## src/rtl/switch_packet_tx_if.sv

```systemverilog
// Job, data-nibble and result handshakes between the array
// controller and the switch packet transmitter.
interface switch_packet_tx_if;
  logic       cmd_valid;
  logic       cmd_ready;
  logic [1:0] cmd_tile;
  logic       cmd_op;
  logic [3:0] cmd_weight;
  logic [1:0] cmd_next;
  logic [3:0] cmd_count;
  logic       din_valid;
  logic       din_ready;
  logic [3:0] din;
  logic       res_valid;
  logic       res_ready;
  logic [7:0] res_data;

  modport master (
    output cmd_valid, cmd_tile, cmd_op,
    output cmd_weight, cmd_next, cmd_count,
    output din_valid, din, res_ready,
    input  cmd_ready, din_ready,
    input  res_valid, res_data
  );

  modport slave (
    input  cmd_valid, cmd_tile, cmd_op,
    input  cmd_weight, cmd_next, cmd_count,
    input  din_valid, din, res_ready,
    output cmd_ready, din_ready,
    output res_valid, res_data
  );
endinterface

```

## src/rtl/switch_packet_tx.sv

```systemverilog
// Serialises weight/config/data packets onto the 8-bit
// switch bus of a compute tile and returns each tile result.
module switch_packet_tx #(
  parameter int NUM_TILES  = 4,
  parameter int RESULT_LAT = 2,
  parameter int MAX_BURST  = 15
) (
  input  logic                clk,
  input  logic                rst_n,
  switch_packet_tx_if.slave   s,
  output logic [7:0]          tx_data,
  output logic [1:0]          tile_sel,
  input  logic [7:0]          tile_res,
  output logic                busy
);

  localparam int RW = $clog2(MAX_BURST + 1);

  typedef enum logic [2:0] {
    S_IDLE, S_WEIGHT, S_CONFIG,
    S_DATA, S_WAIT, S_RESULT
  } state_t;

  state_t         state;
  logic [1:0]     j_tile;
  logic           j_op;
  logic [3:0]     j_w;
  logic [1:0]     j_next;
  logic           j_skip_c;
  logic [RW-1:0]  remain;
  logic [3:0]     wcnt;
  logic           res_valid;
  logic [7:0]     res_data;

  logic [NUM_TILES-1:0] c_valid;
  logic [3:0]           c_w    [NUM_TILES];
  logic                 c_op   [NUM_TILES];
  logic [1:0]           c_next [NUM_TILES];

  logic skip_w, skip_c;

  assign skip_w = c_valid[s.cmd_tile]
               && c_w[s.cmd_tile] == s.cmd_weight;
  assign skip_c = c_valid[s.cmd_tile]
               && c_op[s.cmd_tile] == s.cmd_op
               && c_next[s.cmd_tile] == s.cmd_next;

  assign s.cmd_ready = (state == S_IDLE);
  assign s.din_ready = (state == S_DATA);
  assign s.res_valid = res_valid;
  assign s.res_data  = res_data;
  assign busy        = (state != S_IDLE);

  // tx_data is only ever loaded with a packet, never cleared
  // outside reset: a stray 8'h00 would zero the tile weight.
  always_ff @(posedge clk or negedge rst_n) begin
    if (!rst_n) begin
      state     <= S_IDLE;
      tx_data   <= 8'h00;
      tile_sel  <= 2'd0;
      res_data  <= 8'h00;
      res_valid <= 1'b0;
      j_tile    <= 2'd0;
      j_op      <= 1'b0;
      j_w       <= 4'd0;
      j_next    <= 2'd0;
      j_skip_c  <= 1'b0;
      remain    <= '0;
      wcnt      <= 4'd0;
      c_valid   <= '0;
      for (int i = 0; i < NUM_TILES; i++) begin
        c_w[i]    <= 4'd0;
        c_op[i]   <= 1'b0;
        c_next[i] <= 2'd0;
      end
    end else begin
      unique case (state)
        S_IDLE: begin
          if (s.cmd_valid) begin
            j_tile   <= s.cmd_tile;
            j_op     <= s.cmd_op;
            j_w      <= s.cmd_weight;
            j_next   <= s.cmd_next;
            j_skip_c <= skip_c;
            remain   <= RW'(s.cmd_count);
            if (!skip_w)
              state <= S_WEIGHT;
            else if (!skip_c)
              state <= S_CONFIG;
            else if (s.cmd_count != 4'd0)
              state <= S_DATA;
          end
        end
        S_WEIGHT: begin
          tx_data     <= {4'b0000, j_w};
          tile_sel    <= j_tile;
          c_w[j_tile] <= j_w;
          if (!j_skip_c)
            state <= S_CONFIG;
          else if (remain != '0)
            state <= S_DATA;
          else
            state <= S_IDLE;
        end
        S_CONFIG: begin
          tx_data          <= {2'b01, j_next, 3'b000, j_op};
          tile_sel         <= j_tile;
          c_valid[j_tile]  <= 1'b1;
          c_op[j_tile]     <= j_op;
          c_next[j_tile]   <= j_next;
          state <= (remain != '0) ? S_DATA : S_IDLE;
        end
        S_DATA: begin
          if (s.din_valid) begin
            tx_data  <= {4'b1000, s.din};
            tile_sel <= j_tile;
            remain   <= remain - 1'b1;
            wcnt     <= 4'(RESULT_LAT - 1);
            state    <= S_WAIT;
          end
        end
        S_WAIT: begin
          if (wcnt == 4'd0) begin
            res_data  <= tile_res;
            res_valid <= 1'b1;
            state     <= S_RESULT;
          end else begin
            wcnt <= wcnt - 4'd1;
          end
        end
        S_RESULT: begin
          if (s.res_ready) begin
            res_valid <= 1'b0;
            state <= (remain != '0) ? S_DATA : S_IDLE;
          end
        end
        default: state <= S_IDLE;
      endcase
    end
  end

endmodule

```

## src/flat_wrapper.sv

```systemverilog
// flat-port wrapper written by rule: the top's interface ports become plain ports
module switch_packet_tx_flat 
#(
  parameter int NUM_TILES  = 4,
  parameter int RESULT_LAT = 2,
  parameter int MAX_BURST  = 15
)
  (clk, rst_n, tx_data, tile_sel, tile_res, busy, s_cmd_valid, s_cmd_tile, s_cmd_op, s_cmd_weight, s_cmd_next, s_cmd_count, s_din_valid, s_din, s_res_ready, s_cmd_ready, s_din_ready, s_res_valid, s_res_data);
  switch_packet_tx_if s_i ();
  input  logic clk;
  input  logic rst_n;
  output logic [7:0] tx_data;
  output logic [1:0] tile_sel;
  input  logic [7:0] tile_res;
  output logic busy;
  input wire logic [$bits(s_i.cmd_valid)-1:0] s_cmd_valid;
  input wire logic [$bits(s_i.cmd_tile)-1:0] s_cmd_tile;
  input wire logic [$bits(s_i.cmd_op)-1:0] s_cmd_op;
  input wire logic [$bits(s_i.cmd_weight)-1:0] s_cmd_weight;
  input wire logic [$bits(s_i.cmd_next)-1:0] s_cmd_next;
  input wire logic [$bits(s_i.cmd_count)-1:0] s_cmd_count;
  input wire logic [$bits(s_i.din_valid)-1:0] s_din_valid;
  input wire logic [$bits(s_i.din)-1:0] s_din;
  input wire logic [$bits(s_i.res_ready)-1:0] s_res_ready;
  output wire logic [$bits(s_i.cmd_ready)-1:0] s_cmd_ready;
  output wire logic [$bits(s_i.din_ready)-1:0] s_din_ready;
  output wire logic [$bits(s_i.res_valid)-1:0] s_res_valid;
  output wire logic [$bits(s_i.res_data)-1:0] s_res_data;
  assign s_i.cmd_valid = s_cmd_valid;
  assign s_i.cmd_tile = s_cmd_tile;
  assign s_i.cmd_op = s_cmd_op;
  assign s_i.cmd_weight = s_cmd_weight;
  assign s_i.cmd_next = s_cmd_next;
  assign s_i.cmd_count = s_cmd_count;
  assign s_i.din_valid = s_din_valid;
  assign s_i.din = s_din;
  assign s_i.res_ready = s_res_ready;
  assign s_cmd_ready = s_i.cmd_ready;
  assign s_din_ready = s_i.din_ready;
  assign s_res_valid = s_i.res_valid;
  assign s_res_data = s_i.res_data;
  switch_packet_tx #(.NUM_TILES(NUM_TILES), .RESULT_LAT(RESULT_LAT), .MAX_BURST(MAX_BURST)) u_core (.clk(clk), .rst_n(rst_n), .s(s_i), .tx_data(tx_data), .tile_sel(tile_sel), .tile_res(tile_res), .busy(busy));
endmodule
```

## config.mk

```make
export PLATFORM = sky130hd
export DESIGN_NAME = switch_packet_tx_flat
export DESIGN_NICKNAME = d
export VERILOG_FILES = /design/src/rtl/switch_packet_tx_if.sv /design/src/rtl/switch_packet_tx.sv /design/src/flat_wrapper.sv
export SDC_FILE = /design/constraint.sdc
export NUM_CORES = 1
export LEC_CHECK = 0
export CORE_AREA = 2 2 66 116
export DETAILED_ROUTE_END_ITERATION = 6
export DIE_AREA = 0 0 68 118
export HOLD_SLACK_MARGIN = 0.05
export MAX_ROUTING_LAYER = met4
export PLACE_DENSITY = 0.72
export SETUP_SLACK_MARGIN = 0.1
export SLEW_MARGIN = 20
export SYNTH_ARGS = -nofsm -noshare
export SYNTH_HDL_FRONTEND = slang
export SYNTH_SLANG_ARGS = --single-unit
```

## constraint.sdc

```tcl
create_clock -name clk -period 2.46 [get_ports clk]
set_input_delay 0.492 -clock clk [delete_from_list [all_inputs] [get_ports clk]]
set_output_delay 0.492 -clock clk [all_outputs]
set_load 0.05 [all_outputs]
```

* Word-level counts from Yosys, hierarchy flattened
Index checks and enable logic that the tools add are counted.
** Word-level totals
- Bits in registers :: 72
- Memories :: 0
- Bits in read-only memories :: 0
- Input port bits :: 30
- Latch bits :: 0
- Logic and storage cells :: 119
- Output and inout port bits :: 22
- Bits in writable memories :: 0
** Operators by class
- Shift-type cells :: 0
- $lt $le $gt $ge :: 6
- $mul :: 0
- Add/sub/neg operators :: 2
- Multiplexer cells :: 45
- Bitwise logic cells :: 3
- Reduce and logical (&&, ||, !) cells :: 24
- Divide/modulo/power cells :: 0
- Equal/unequal tests :: 14
** Operators with widths (count)
- $mux W4 :: 7
- $mux W3 :: 8
- $pmux W8 S3 :: 1
- $pmux W3 S6 :: 1
- $bwmux W16 :: 1
- $pmux W4 S2 :: 2
- $mux W2 :: 5
- $reduce_and A3 Y1 :: 3
- $bmux W4 S2 :: 1
- $bwmux W8 :: 1
- $demux W4 S2 :: 1
- $mux W8 :: 1
- $ne A2 B2 Y1 const B :: 4
- $reduce_and A2 Y1 :: 4
- $reduce_bool A2 Y1 :: 4
- $reduce_bool A4 Y1 :: 2
- $sub A4 B1 Y4 const B :: 2
- $mux W1 :: 7
- $eq A3 B2 Y1 const B :: 2
- $eq A3 B3 Y1 const B :: 2
- $ge A3 B3 Y1 const B :: 2
- $lt A2 B3 Y1 const B :: 2
- $not A2 Y3 :: 2
- $reduce_bool A3 Y1 :: 2
- 21 further kinds :: 27

* Logic depth before layout (Yosys ltp)
Gate-level depths: netlist of the first run.
- Word-level depth :: 11
- Depth in mapped cells :: 8
- Gate-level depth less buffers :: 8

* Least setup slack after synthesis of the first run
OpenSTA, ideal clock, no wires.
- Path type :: input to register
- Start point :: input s_cmd_tile[0]
- End point :: register u_core.state[0]
- Path buffers :: 1
- Required time :: 2332 ps
- Library setup time :: 128 ps
- Cell stages on the path :: 7
- Arrival :: 2103 ps
- Setup slack :: 229 ps
- Path through :: buf_6 > mux4_1 > xnor2_1 > nand3_1 > nor3_2 > a31oi_1 > mux2_1
** On the way
- Word-level cells in the longest chain between the ends :: 11
- Elaborated cells between the ends (all ways) :: 24
- Those cells by class :: eq/ne: 4; mux: 15; bitwise: 1; reduce/logical: 4
** Ends and longest elaborated chain
- from (decl) :: line flat_wrapper.sv:17 : input wire logic [$bits(s_i.cmd_tile)-1:0] s_cmd_tile;
- $not A2 Y3 (not written as such) :: line switch_packet_tx.sv:43, switch_packet_tx.sv:45, switch_packet_tx.sv:46
- $bmux W1 S2 :: line switch_packet_tx.sv:45 : && c_op[s.cmd_tile] == s.cmd_op
- $mux W1 (not written as such) (2 in a row) :: line switch_packet_tx.sv:45
- $eq A1 B1 Y1 :: line switch_packet_tx.sv:45
- $logic_and A1 B1 Y1 :: line switch_packet_tx.sv:45
- $logic_and A1 B1 Y1 :: line switch_packet_tx.sv:46 : && c_next[s.cmd_tile] == s.cmd_next;
- $mux W3 :: line switch_packet_tx.sv:88 : else if (!skip_c)
- $mux W3 :: line switch_packet_tx.sv:86 : if (!skip_w)
- $mux W3 :: line switch_packet_tx.sv:79 : if (s.cmd_valid) begin
- $pmux W3 S6 :: line switch_packet_tx.sv:77 : unique case (state)
- to (signal assigned) :: line switch_packet_tx.sv:111 : state <= (remain != '0) ? S_DATA : S_IDLE;
- to (signal assigned) :: line switch_packet_tx.sv:134 : state <= (remain != '0) ? S_DATA : S_IDLE;
- to (decl) :: line switch_packet_tx.sv:24 : state_t state;
Parallel ways exist; a longest one is shown, timed or not. The select of a mux whose other input is x is not followed.
A chain may end at the register's enable or synchronous reset.

* Final worst setup path of the first run
- Start point :: input s_cmd_tile[1]
- End point :: register u_core.state[0]
The elaborated chain is that of the path after synthesis.

==> qor.csv, run 1 <==
metric,value,unit
ys_types,44,
cp_slowest_cell,clkdlybuf4s50_1,
synth.yosys.seq_area_share,53.06,%
firstDrtPassIters,5,
vias,2409,
core-area,0.007079,mm2
maxSlewViolCount,0,
grt_pass1_vias,2584,
synth_cells,281,
grt_overflow,0,
preCtsSetupSlack,-0.4293,ns
grt_antenna_before_repair,0,
initialDrtViolationCount,110,
maxCapViolations,0,
grtUsageTotal,21.79,%
dieArea,0.008024,mm2
criticalPathCategory,in2reg,
die_h,118,um
gp_congestion,0.8474,
crit_path_max_incr_delay,0.46,ns
drc,0,
ir_worst_vdd,0.0008881,V
cp_max_fo,7,
ant_nets,0,
status,completed,
syn_to_final_growth,28.15,%
clockRootBuffer,clkbuf_16,
synthArstFlopShare,100.0,%
synthesis.nets,315,
clock-sinks,72,
cp_data_arrival_time,2.39,ns
yosys-top-cells-area,"dfrtp_1 53%, mux2_2 15%, mux4_1 3.9%",
routed_wl,7506,um
p_leak,0.001908,uW
fin_ws,0.2843,ns
fin_skew,0.006155,ns
place_hpwl,5600,um
fin_tns_setup,0,ns
rsz0062_at_grt,false,
yosysTopAreaCell,dfrtp_1,
worst_setup_path_start_kind,primary input,
cts_tree,built,
clk_pin_slew_worst_paths,0.05,ns
post-synth-top-count-cell,dfrtp_1,
via_per_inst,5.487,
syn_avg_cell_area,12.08,um2
grt_max_degree,44,
relSlewSlack,64.07,%
end_kind,flop,
wire_per_inst,17.10,um
fmax,459.6,MHz
period_share,88.44,%
numPortBuffers,51,
die_width,68,um
ys_ff_latch,72,
synth_area,0.003396,mm2
hp-class,in2async,
clock_path_buffers,2,
setup_viol_count_final,0,
placedCellCount,423,
yosys-top-cells-count,"72 x dfrtp_1, 44 x mux2_2, 30 x nand2_1, 20 x nor2_1",
path_common_cell,buf_4,
tightest_slew,0.5390,ns
clk_latency,0.33,ns
synth_flop_cell,dfrtp_1,
ys_warn_count,0,
postLayoutCoreUtil,61.47,%
rows,41,
grt_pass1_wl,12410,um
synth_top_area_share,53.06,%
initial_utilization,47.97,%
cp_cell_sequence,clkdlybuf4s50_1 -> buf_4 -> buf_4 -> mux4_2 -> xnor2_1 -> nand4_1 -> nor2_1 -> a31oi_1 -> mux2_1,
powerDensity,1441,mW/mm2
finalNonFillerCells,439,
drive_gt1_share,23.23,%
io_pins,52,
synth_edf_count,0,
htreeDepth,3,
required,2.67,ns
antenna_cells,0,
hold_viol,0,
fin_nets,382,
numCtsBuffers,9,
period_needed,2.176,ns
## registers in the layout, indices dropped and copies added, names as in the netlist
name / flops
u_core.c_next: 8
u_core.c_op: 4
u_core.c_valid: 4
u_core.c_w: 16
u_core.j_next: 2
u_core.j_op: 1
u_core.j_skip_c: 1
u_core.j_tile: 2
u_core.j_w: 4
u_core.remain: 4
u_core.s.res_data: 8
u_core.s.res_valid: 1
u_core.state: 3
u_core.tile_sel: 2
u_core.tx_data: 8
u_core.wcnt: 4
## cell type report
| class | count | area [um2] |
|---|---|---|
| clock inverters | 2 | 15.01 |
| inverters | 6 | 22.52 |
| repair buffers | 66 | 618.1 |
| well taps | 86 | 107.6 |
| fillers | 598 | 2728 |
| multi-input cells | 193 | 1533 |
| clock buffers | 14 | 254.0 |
| flip-flops and latches | 72 | 1802 |
## cells in the final DEF (no fill, tap or decap), types with 2 or more instances in the layout
cell / netlist / routed
mux4_2: 3 / 3
nor3_1: 6 / 6
mux2_1: 2 / 2
nor3b_1: 3 / 3
o21ai_1: 2 / 2
xor2_1: 3 / 3
o21ai_0: 8 / 8
o22ai_1: 2 / 2
ha_1: 4 / 4
clkbuf_16: 0 / 9
and3_1: 4 / 4
mux2_2: 44 / 44
nor3_4: 1 / 2
nor2_1: 20 / 20
nand2b_1: 6 / 6
mux4_1: 5 / 5
clkbuf_1: 7 / 4
and2_1: 2 / 2
nor2b_1: 3 / 3
nand3_1: 8 / 8
xnor2_1: 6 / 6
mux2i_1: 2 / 2
dfrtp_1: 72 / 72
a31oi_1: 6 / 6
nand2_1: 30 / 30
a21oi_1: 5 / 5
a21o_1: 2 / 2
inv_1: 6 / 6
clkinvlp_4: 0 / 2
clkdlybuf4s50_1: 0 / 46
buf_4: 0 / 17
a22o_1: 2 / 2
## worst paths after layout
path,to,cells after the start,start,slack [ns]
min in group clk,u_core.c_valid[1]$_DFFE_PN0P_,1,u_core.c_valid[1]$_DFFE_PN0P_,0.46
min reg2reg,u_core.c_valid[1]$_DFFE_PN0P_,1,u_core.c_valid[1]$_DFFE_PN0P_,0.46
max reg2reg,u_core.state[0]$_DFFE_PN0P_,6,u_core.c_w[15]$_DFFE_PN0P_,0.49
max in group asynchronous,u_core.s.res_data[4]$_DFFE_PN0P_,2,rst_n,1.84
min,u_core.remain[0]$_DFFE_PN0P_,2,rst_n,0.18
max,u_core.state[0]$_DFFE_PN0P_,9,s_cmd_tile[1],0.28
## worst max-delay path: cells and delay by family
kind | cells | cell delay, ns
AOI/OAI and AO/OA | 1 | 0.22
xor gates and xnor gates | 1 | 0.14
buffers and inverters | 3 | 0.74
muxes | 2 | 0.63
and+or+nand+nor | 2 | 0.17
## cells by family after synthesis
| family | after synthesis | synth area share (%) |
|---|---|---|
| AOI/OAI and AO/OA | 34 | 6.448 |
| xor gates and xnor gates | 9 | 2.321 |
| adders and majority gates | 4 | 1.474 |
| buffers and inverters | 16 | 1.990 |
| DFF | 72 | 53.06 |
| muxes | 56 | 21.70 |
| and+or+nand+nor | 90 | 13.01 |
## metal layers
layer | up-vias | GRT usage (%) | routed length (um)
met1 | 1198 | 23.05 | 2854
met2 | 56 | 37.01 | 4240
met3 | 12 | 6.023 | 258
met5 | - | - | 0
li1 | 1143 | - | -
met4 | 0 | 8.625 | 153
## power by group
group / switching [uW] / internal (uW)
sequential: 498 / 1750
combinational: 1550 / 1300
clock: 462 / 711
## per-stage QoR
stage / total power, uW / hold slack, ns / area (um2)
finish: 6271 / 0.1804 / 4352
detailed placement: 5110 / 0.4549 / 4081
global route: 6672 / 0.2122 / 4352
global placement: 5020 / 0.4480 / 4081
CTS: 6310 / 0.1911 / 4349
floorplan: 4155 / 0.1964 / 3396
## repair_timing
item	4_1_cts	5_1_grt
pin swaps	0	1
endpoints found under the setup margin	2	1
resized for setup	1	3
hold buffers	0	0
setup buffers	0	0
(Power assumes the default switching activity.)
==> run 2: changes to the inputs <==
--- a/config.mk
+++ b/config.mk
@@ -5,9 +5,10 @@
 export SDC_FILE = /design/constraint.sdc
 export NUM_CORES = 1
 export LEC_CHECK = 0
-export CORE_AREA = 2 2 66 116
+export ABC_CLOCK_PERIOD_IN_PS = 2460
+export CORE_AREA = 5 5 69 119
 export DETAILED_ROUTE_END_ITERATION = 6
-export DIE_AREA = 0 0 68 118
+export DIE_AREA = 0 0 74 124
 export HOLD_SLACK_MARGIN = 0.05
 export MAX_ROUTING_LAYER = met4
 export PLACE_DENSITY = 0.72
==> run 2 against run 1 <==
Effect of this change: cell count is 0.68% higher; worst hold slack worse by 0.048 ns; register-to-register slack hardly changed; clock-buffer cell count stayed put; clock skew hardly changed; cell area is 1.8% higher; sequential cell count stayed put; maximum frequency is 1.0% lower; total power is 3.2% higher; first-iteration DRC count is 31% lower; critical endpoint unchanged.
==> qor.csv, run 2 (synthesis results as in run 1) <==
metric,value,unit
required,2.68,ns
initialDrtViolationCount,76,
core-area,0.007131,mm2
ctsResizeCount,1,
initial_utilization,47.62,%
tightest_slew,0.5302,ns
firstDrtPassIters,4,
grt_antenna_before_repair,0,
grt_pass1_wl,12730,um
clock_path_buffers,2,
setup_viol_count_final,0,
maxSlewViolCount,0,
clock-sinks,72,
htreeDepth,3,
cp.buffers_inverters,2,
via_per_inst,5.543,
fmax,455.0,MHz
stdcell_area,0.004429,mm2
period_needed,2.198,ns
cts_tree,built,
placedInstanceArea,0.004129,mm2
drive_gt1_share,23.88,%
cts_hold_buf,0,
clockRootBuffer,clkbuf_16,
grt_pass1_vias,2605,
powerDensity,1461,mW/mm2
cp_max_fo,4,
criticalPathCategory,in2reg,
top_register,u_core.c_w,
period_share,89.35,%
worst_setup_path_start_kind,primary input,
vias,2450,
hp-class,in2async,
gp_congestion,0.8189,
final_cell_mix,"72 x dfrtp_1, 46 x clkdlybuf4s50_1, 44 x mux2_2",
mostFrequentLayoutCell,dfrtp_1,
numPortBuffers,51,
rsz0062_at_grt,false,
critPathTopFamily,multiplexers,
p_leak,0.001951,uW
maxCapViolations,0,
grt_overflow,0,
cp_slowest_cell,mux4_1,
ir_worst_vdd,0.0008506,V
antenna_cells,0,
io_pins,52,
cp_cell_sequence,dlygate4sd2_1 -> buf_4 -> mux4_1 -> xor2_1 -> nor3_2 -> a31oi_1 -> mux2_1,
reg2reg_depth,6,
preCtsSetupSlack,-0.3694,ns
relSlewSlack,64.54,%
routed_wl,7769,um
ant_nets,0,
grt_max_degree,26,
post_cts_buffers,0,
fin_ws,0.2621,ns
die_h,124,um
grtUsageTotal,19.54,%
fin_skew,0.006155,ns
clk_pin_slew_worst_paths,0.05,ns
finalPower,6473,uW
die_width,74,um
fillers,558,
holdWs,0.1319,ns
syn_to_final_growth,30.43,%
clk_latency,0.33,ns
largest_reg_flops,16,
rows,41,
dieArea,0.009176,mm2
wire_per_inst,17.58,um
hold_viol,0,
cp_data_arrival_time,2.41,ns
reg2reg_slack,0.48,ns
drc,0,
numCtsBuffers,9,
fin_nets,385,
crit_path_max_incr_delay,0.55,ns
place_hpwl,6056,um
end_kind,flop,
status,completed,
cp.depth,7,
[run 2: cell count changes in the layout (fill, tap and decap cells not counted)]
cell / change
bufinv_16: +1
clkbuf_8: +1
clkinvlp_4: -1
nor3_2: +1
buf_12: +2
buf_4: +1
clkbuf_1: -1
nor3_4: -1
dlygate4sd2_1: +1
clkbuf_2: -1
[run 2: layout make-up]
type / instances / area (um2) / area share, %
Clock buffer: 14 / 264.0 / 5.960
Clock inverter: 2 / 37.54 / 0.8475
Inverter: 6 / 22.52 / 0.5085
Multi-Input combinational cell: 193 / 1526 / 34.46
Sequential cell: 72 / 1802 / 40.68
Tap cell: 86 / 107.6 / 2.429
Timing Repair Buffer: 69 / 669.4 / 15.11
[run 2: worst paths after layout]
check                                                   start                                to
worst max-delay path                            s_cmd_tile[0]       u_core.state[0]$_DFFE_PN0P_
worst max register to register     u_core.c_w[11]$_DFFE_PN0P_       u_core.state[0]$_DFFE_PN0P_
max in group asynchronous                               rst_n     u_core.tx_data[7]$_DFFE_PN0P_
worst min-delay path                                    rst_n  u_core.s.res_data[3]$_DFFE_PN0P_
min in group clk                u_core.c_valid[3]$_DFFE_PN0P_     u_core.c_valid[3]$_DFFE_PN0P_
worst min register to register  u_core.c_valid[3]$_DFFE_PN0P_     u_core.c_valid[3]$_DFFE_PN0P_
[run 2: per-layer routing]
layer / track usage [%] / routed length, um / vias to the layer above
met5: - / 0 / -
met4: 10.43 / 303 / 0
met3: 4.604 / 299 / 21
met2: 33.06 / 4343 / 59
met1: 20.71 / 2823 / 1224
li1: - / - / 1146
[run 2: metrics by stage]
step / utilization, % / std cells / TNS, ns
final: 62.12 / 442 / 0
after global routing: 62.12 / 442 / 0
after floorplan: - / 281 / 0
after CTS: 62.12 / 442 / 0
after detailed placement: 57.90 / 426 / -0.6652
after global placement: 57.90 / 426 / -0.4906
[run 2: power by group]
group          switching [uW]  internal (uW)
Sequential                467           1750
Combinational            1600           1360
Clock                     446            840
Total                    2520           3960
